[src/rtl/memory_sequencer.sv]
// Memory-stage sequencer: walks CALL/RET/RTI/interrupt stack sequences
// and single-cycle loads/stores, stalling the pipeline while busy.
module memory_sequencer (
  input  logic       clk,
  input  logic       reset,
  input  logic       interrupt,
  input  logic       call_req,
  input  logic       ret_req,
  input  logic       rti_req,
  input  logic       ld_req,
  input  logic       st_req,
  output logic       busy,
  output logic       memory_read,
  output logic       memory_write,
  output logic       memory_push,
  output logic       memory_pop,
  output logic [1:0] memory_address_select,
  output logic [1:0] memory_write_src_select,
  output logic       pc_choose_memory,
  output logic       pc_load_hi,
  output logic       pc_load_lo,
  output logic       flags_restore,
  output logic       int_ack
);

  typedef enum logic [3:0] {
    S_IDLE,
    S_LDST,
    S_PUSH_HI,
    S_PUSH_LO,
    S_PUSH_FL,
    S_VEC_HI,
    S_VEC_LO,
    S_POP_FL,
    S_POP_LO,
    S_POP_HI,
    S_LOAD_PC
  } state_t;

  typedef enum logic [1:0] {
    OP_INT  = 2'b00,
    OP_CALL = 2'b01,
    OP_RET  = 2'b10,
    OP_RTI  = 2'b11
  } op_t;

  localparam logic [1:0] A_LDD = 2'b00;
  localparam logic [1:0] A_STD = 2'b01;
  localparam logic [1:0] A_SP  = 2'b10;
  localparam logic [1:0] A_VEC = 2'b11;

  localparam logic [1:0] W_REG  = 2'b00;
  localparam logic [1:0] W_PCHI = 2'b01;
  localparam logic [1:0] W_PCLO = 2'b10;
  localparam logic [1:0] W_FLG  = 2'b11;

  state_t r_state;
  state_t w_state_nxt;
  op_t    r_op;
  op_t    w_op_nxt;
  logic   r_is_st;
  logic   w_is_st_nxt;
  logic   r_int_pending;
  logic   w_int_take;
  logic   w_int_req;

  assign w_int_req = r_int_pending | interrupt;

  always_ff @(posedge clk or negedge reset) begin
    if (!reset) begin
      r_state       <= S_IDLE;
      r_op          <= OP_INT;
      r_is_st       <= 1'b0;
      r_int_pending <= 1'b0;
    end else begin
      r_state <= w_state_nxt;
      r_op    <= w_op_nxt;
      r_is_st <= w_is_st_nxt;
      // Taking the interrupt wins over a still-high level on that edge.
      if (w_int_take)
        r_int_pending <= 1'b0;
      else if (interrupt)
        r_int_pending <= 1'b1;
    end
  end

  always_comb begin
    w_state_nxt = r_state;
    w_op_nxt    = r_op;
    w_is_st_nxt = r_is_st;
    w_int_take  = 1'b0;
    unique case (r_state)
      S_IDLE: begin
        if (w_int_req) begin
          w_state_nxt = S_PUSH_HI;
          w_op_nxt    = OP_INT;
          w_int_take  = 1'b1;
        end else if (rti_req) begin
          w_state_nxt = S_POP_FL;
          w_op_nxt    = OP_RTI;
        end else if (ret_req) begin
          w_state_nxt = S_POP_LO;
          w_op_nxt    = OP_RET;
        end else if (call_req) begin
          w_state_nxt = S_PUSH_HI;
          w_op_nxt    = OP_CALL;
        end else if (ld_req) begin
          w_state_nxt = S_LDST;
          w_is_st_nxt = 1'b0;
        end else if (st_req) begin
          w_state_nxt = S_LDST;
          w_is_st_nxt = 1'b1;
        end
      end
      S_LDST:    w_state_nxt = S_IDLE;
      S_PUSH_HI: w_state_nxt = S_PUSH_LO;
      S_PUSH_LO: begin
        if (r_op == OP_INT)
          w_state_nxt = S_PUSH_FL;
        else
          w_state_nxt = S_LOAD_PC;
      end
      S_PUSH_FL: w_state_nxt = S_VEC_HI;
      S_VEC_HI:  w_state_nxt = S_VEC_LO;
      S_VEC_LO:  w_state_nxt = S_LOAD_PC;
      S_POP_FL:  w_state_nxt = S_POP_LO;
      S_POP_LO:  w_state_nxt = S_POP_HI;
      S_POP_HI:  w_state_nxt = S_LOAD_PC;
      S_LOAD_PC: w_state_nxt = S_IDLE;
      default:   w_state_nxt = S_IDLE;
    endcase
  end

  always_comb begin
    busy                    = 1'b0;
    memory_read             = 1'b0;
    memory_write            = 1'b0;
    memory_push             = 1'b0;
    memory_pop              = 1'b0;
    memory_address_select   = A_LDD;
    memory_write_src_select = W_REG;
    pc_choose_memory        = 1'b0;
    pc_load_hi              = 1'b0;
    pc_load_lo              = 1'b0;
    flags_restore           = 1'b0;
    int_ack                 = 1'b0;
    unique case (r_state)
      S_IDLE: ;
      S_LDST: begin
        busy = 1'b1;
        if (r_is_st) begin
          memory_write          = 1'b1;
          memory_address_select = A_STD;
        end else begin
          memory_read = 1'b1;
        end
      end
      S_PUSH_HI: begin
        busy                    = 1'b1;
        memory_push             = 1'b1;
        memory_write            = 1'b1;
        memory_address_select   = A_SP;
        memory_write_src_select = W_PCHI;
      end
      S_PUSH_LO: begin
        busy                    = 1'b1;
        memory_push             = 1'b1;
        memory_write            = 1'b1;
        memory_address_select   = A_SP;
        memory_write_src_select = W_PCLO;
      end
      S_PUSH_FL: begin
        busy                    = 1'b1;
        memory_push             = 1'b1;
        memory_write            = 1'b1;
        memory_address_select   = A_SP;
        memory_write_src_select = W_FLG;
      end
      S_VEC_HI: begin
        busy                  = 1'b1;
        memory_read           = 1'b1;
        memory_address_select = A_VEC;
        pc_load_hi            = 1'b1;
      end
      S_VEC_LO: begin
        busy                  = 1'b1;
        memory_read           = 1'b1;
        memory_address_select = A_VEC;
        pc_load_lo            = 1'b1;
      end
      S_POP_FL: begin
        busy                  = 1'b1;
        memory_pop            = 1'b1;
        memory_read           = 1'b1;
        memory_address_select = A_SP;
        flags_restore         = 1'b1;
      end
      S_POP_LO: begin
        busy                  = 1'b1;
        memory_pop            = 1'b1;
        memory_read           = 1'b1;
        memory_address_select = A_SP;
        pc_load_lo            = 1'b1;
      end
      S_POP_HI: begin
        busy                  = 1'b1;
        memory_pop            = 1'b1;
        memory_read           = 1'b1;
        memory_address_select = A_SP;
        pc_load_hi            = 1'b1;
      end
      S_LOAD_PC: begin
        busy             = 1'b1;
        pc_choose_memory = (r_op != OP_CALL);
        int_ack          = (r_op == OP_INT);
      end
      default: ;
    endcase
  end

endmodule
[config.mk]
export PLATFORM = sky130hd
export DESIGN_NAME = memory_sequencer
export DESIGN_NICKNAME = d
export VERILOG_FILES = /design/src/rtl/memory_sequencer.sv
export SDC_FILE = /design/constraint.sdc
export NUM_CORES = 1
export LEC_CHECK = 0
export ABC_CLOCK_PERIOD_IN_PS = 2200
export CAP_MARGIN = 40
export CORE_UTILIZATION = 48
export CTS_CLUSTER_SIZE = 10
export DETAILED_ROUTE_END_ITERATION = 16
export HOLD_SLACK_MARGIN = 0.15
export PLACE_DENSITY = 0.8
export RECOVER_POWER = 50
export SYNTH_ARGS = -nofsm -noshare
export SYNTH_HDL_FRONTEND = slang
export SYNTH_SLANG_ARGS = --single-unit
[constraint.sdc]
create_clock -name clk -period 2.2 [get_ports clk]
set_input_delay 0.33 -clock clk [delete_from_list [all_inputs] [get_ports clk]]
set_output_delay 0.33 -clock clk [all_outputs]
set_load 0.005 [all_outputs]
**Word level (Yosys, flattened, before mapping)**

Index checks and enable logic that the tools add are counted.

- Logic and storage cells: 70
- Flip-flop bits (word level): 8
- Output and inout port bits: 14
- Input bits: 8

- Reductions and logical operators: 16
- Mux-type cells: 33
- Equal/unequal tests: 12
- Bitwise logic cells: 5

Operators with widths:

| operator | count |
|---|---|
| $pmux W4 S8 | 1 |
| $mux W4 | 7 |
| $mux W1 | 17 |
| $eq A4 B3 Y1 const B | 4 |
| $eq A4 B4 Y1 const B | 3 |
| $pmux W2 S3 | 2 |
| $reduce_or A10 Y1 | 1 |
| $eq A4 B2 Y1 const B | 2 |
| $mux W2 | 4 |
| $reduce_or A2 Y1 | 4 |
| $ne A7 B7 Y1 const B | 1 |
| $reduce_and A6 Y1 | 1 |
| $reduce_or A3 Y1 | 2 |
| $reduce_or A6 Y1 | 1 |
| $reduce_or A5 Y1 | 1 |
| $eq A4 B1 Y1 const B | 1 |
| $logic_not A4 Y1 | 1 |
| $not A1 Y1 | 4 |
| $pmux W1 S2 | 2 |
| $reduce_bool A2 Y1 | 2 |
| $reduce_bool A4 Y1 | 1 |
| $logic_not A2 Y1 | 1 |
| $ne A2 B1 Y1 const B | 1 |
| $reduce_and A2 Y1 | 1 |
| $or A1 B1 Y1 | 1 |

**Logic depth before layout (Yosys ltp)**

- Word-level depth: 7
- Mapped depth: 4
- Gate-level depth less buffers: 3

**Worst setup path before layout**

OpenSTA, ideal clock, no wires.

- Path type: reg2out
- Start: register r_state[3]
- End: output memory_pop
- Stages on the path, launching flop included: 5
- Slack: 0.820 ns
- Required time: 1.870 ns
- Buffers on the path: 1
- Arrival time: 1.050 ns
- Path through: dfrtp_1 buf_2 nor2b_1 and3_1 nand2b_1

- Longest elaborated chain between the ends: 3
- Elaborated cells between the ends (all ways): 5
- Classes of those cells: 3 x eq/ne; 1 x mux; 1 x reduce/logical

Ends and longest elaborated chain:

| item | line | RTL |
|---|---|---|
| start, declared | 57 | `state_t r_state;` |
| start signal, assigned | 76 | `r_state <= w_state_nxt;` |
| $eq A4 B3 Y1 or $eq A4 B4 Y1 (tied branches) | 147 | `unique case (r_state)` |
| $reduce_or A3 Y1 (no line) * | n/a |  |
| $mux W1 * | 147 |  |
| end, declared | 16 | `output logic memory_pop,` |

Every way passes the cells marked *; elsewhere a longest branch is shown, timed or not.

**Worst setup path after layout**

- Start: register r_state[1]
- End: output memory_write_src_select[1]

- Longest elaborated chain between the ends: 2
- Elaborated cells between the ends (all ways): 4
- Classes of those cells: 3 x eq/ne; 1 x mux

Ends and longest elaborated chain:

| item | line | RTL |
|---|---|---|
| $eq A4 B3 Y1 or $eq A4 B2 Y1 (tied branches) | 147 |  |
| $pmux W2 S3 * | 147 |  |
| end, declared | 18 | `output logic [1:0] memory_write_src_select,` |

Marks and branches as above.

==> results.ini <==
[drt]
drt-total-wl_um=1790
post_route_met1_wirelength_um=807
vias_per_cell=5.77
wl_met2_um=897
drc=0
route.met3.wl_um=56
detailedRoute.firstIterationViolations=19
vias=761
drtAntennaViolNets=0
drt_first_pass_iters=4
route.top_layer_used=met4
route.detailed.wl_per_inst_um=13.6

[yosys]
ys_async_sr_fraction_pct=100
number_of_enable_type_register_cells_in_the_synthesized_netlist=0
synth-warning-count=0
synth_sequential_area_ratio_pct=28.1
syn-num-nets=101
count_of_state_elements_after_synthesis=8
dominantRegCellSynth=dfrtp_1
postSynthAreaPerCell_um2=7.66
syn-cell-area_um2=712
synth.lib_cells_used.distinct=36
post_synth_inst_count=93

[clock_network]
tritoncts.num_buffers=3
clock_tree.buffer_depth=2
cts_tree=yes
cts_hold_buffers=0
worstSkewPairLatency_ns=0.25
clk_root_buffer_cell=clkbuf_4
cts.sinks=8
clk_pin_slew_worst_paths_ns=0.05
htree_num_levels=1

[cells_and_area]
final_design_area_no_fill_um2=977
area_growth_pct=37.3
drive_gt1_share_pct=17.1
n_antenna_cell=0
finish.utilization_pct=73.3
num-nets-final=127

[worst_setup_path]
timing.critical_path.max_delay_family=buffers and inverters
worst-path-max-fanout=10
cp.buffers_inverters=2
worst_setup_path_startpoint=r_state[1]
slowest_stage=clkdlybuf4s50_1
worst_path_largest_cell_delay_ns=0.51
path_class=reg2out
worst_ep_required_ns=1.87
crit_path_end_kind=output pin
worstReg2RegStart=r_state[3]
worst_r2r_endpoint=r_op[1]
worst_setup_path_start_kind=flop
worst-endpoint-arrival_ns=1.79
timing.critical_path.cells=buf_4 > nor2_1 > nand2_1 > a21oi_1 > clkdlybuf4s50_1
worst-r2r-cell-count=5
slack_of_the_worst_reg_to_reg_path_ns=0.35

[power_and_ir_drop]
irDropWorstVdd_mv=0.763
cell_pwr_density_nw_per_um2=1450
static-leakage-power_nw=0.402

[timing]
fin_crit_ns=2.12
final_min_period_over_clock_period_pct=96.5
slew_worst_pin_ns=0.398
max_slew_margin_pct=73.4
final.setup.tns_ns=0
timing_hold_violations_final=0
timing_max_transition_violations_final=0
hold_ws_ns=0.428
maximum_frequency_from_static_timing_analysis_mhz=471
fin_worst_skew_ns=0.000130
timing.final.setup_violations=0

[global_routing]
first_global_vias=592
grt_start_max_net_pins=15
antenna_found_initial=0
global_route_usage_sum_pct=24.8
gr-total-overflow=0
grt_pass1_wl_um=2640

[placed_design]
place_hpwl_um=1310
port_buffers=21
gp_congestion=0.766
dpl-instance-area_um2=932

[floorplanning]
die_area_um2=1640
total_i_o_pin_count=22
fp.dieH_um=40.5
fp.coreArea_um2=1330
placement_rows=13
floorplan.initialDensity_pct=53.4
die_w_um=40.5

[min_path]
worstHoldPathType=in2async

[outcome]
result_of_the_run=complete, no violations

[job]
max_cap_violations=0

-- Yosys cell counts, drive strengths merged, types with 2 or more instances --
cell type  instances  area share (%)
buf                6             5.4
a31oi              3             2.6
nor2              10             5.3
o21bai             3             3.2
nand2             11             5.8
dfrtp              8              28
inv                3             1.6
or2                3             2.6
o21ai              5             3.5
a21oi             12             8.4
nand3              2             1.4
nor2b              5             4.4
o21a               2             2.1
-- state kept, by name, summed over array words and instances, names as in the netlist --
name and cells:
r_state 4, r_op 2, r_int_pending 1, r_is_st 1
-- metal layers --
metal / vias up / track usage, %
met4: 0 / 12.5
li1: 383 / -
met5: - / 0
met3: 5 / 1.67
met1: 348 / 30.5
met2: 25 / 42.9
-- worst max-delay path by stage --
stage | cells after the start | slack, ns | to
floorplan | 4 | 0.82 | memory_pop
global placement | 4 | 0.22 | memory_address_select[0]
detailed placement | 4 | 0.21 | memory_pop
CTS | 4 | 0.03 | memory_pop
global route | 4 | -0.009 | pc_load_lo
finish | 5 | 0.08 | memory_write_src_select[1]
-- power by group --
| part | total (mW) | switching [mW] | internal [mW] |
|---|---|---|---|
| clock network | 0.111 | 0.0488 | 0.0623 |
| registers | 0.343 | 0.124 | 0.219 |
| logic | 0.959 | 0.418 | 0.541 |
-- layout make-up --
type / instances / area (um^2)
inverter: 3 / 11.3
sequential: 8 / 204
fill: 111 / 357
timing repair buffer: 27 / 251
clock buffer: 3 / 22.5
multi-input combinational: 76 / 469
tap: 15 / 18.8
-- stage by stage --
| step | setup slack (ns) | cells | total power [mW] |
|---|---|---|---|
| after floorplan | 0.820 | 93 | 0.878 |
| after CTS | 0.0261 | 130 | 1.38 |
| after global routing | -0.00875 | 132 | 1.53 |
| after global placement | 0.220 | 127 | 1.25 |
| after detailed placement | 0.205 | 127 | 1.26 |
| final | 0.0773 | 132 | 1.41 |
-- kinds of logic (layout without fill, tap and decap cells) --
logic type | count (synthesis) | count (layout) | share of synthesized area (%)
simple gates | 41 | 41 | 31.6
compound gates | 33 | 33 | 30.8
buf+inv | 9 | 33 | 7.03
flops | 8 | 8 | 28.1
xor+xnor | 2 | 2 | 2.46
-- layout by cell type, fill, tap and decap left out, types with 3 or more instances in the layout --
cell type / count
o21ai_0: 5
buf_4: 5
nand2_1: 11
a31oi_1: 3
o21bai_1: 3
dfrtp_2: 3
a21oi_1: 12
inv_1: 3
or2_2: 3
nor2b_1: 3
dfrtp_1: 5
clkbuf_4: 3
nor2_1: 9
clkdlybuf4s50_1: 19
-- repair_timing --
| action | 4_1_cts | 5_1_grt |
|---|---|---|
| setup buffers | 0 | 2 |
| endpoints found under the setup margin | 4 | 6 |
| resized for setup | 2 | 4 |
No activity file was read; power rests on OpenSTA's default activity.
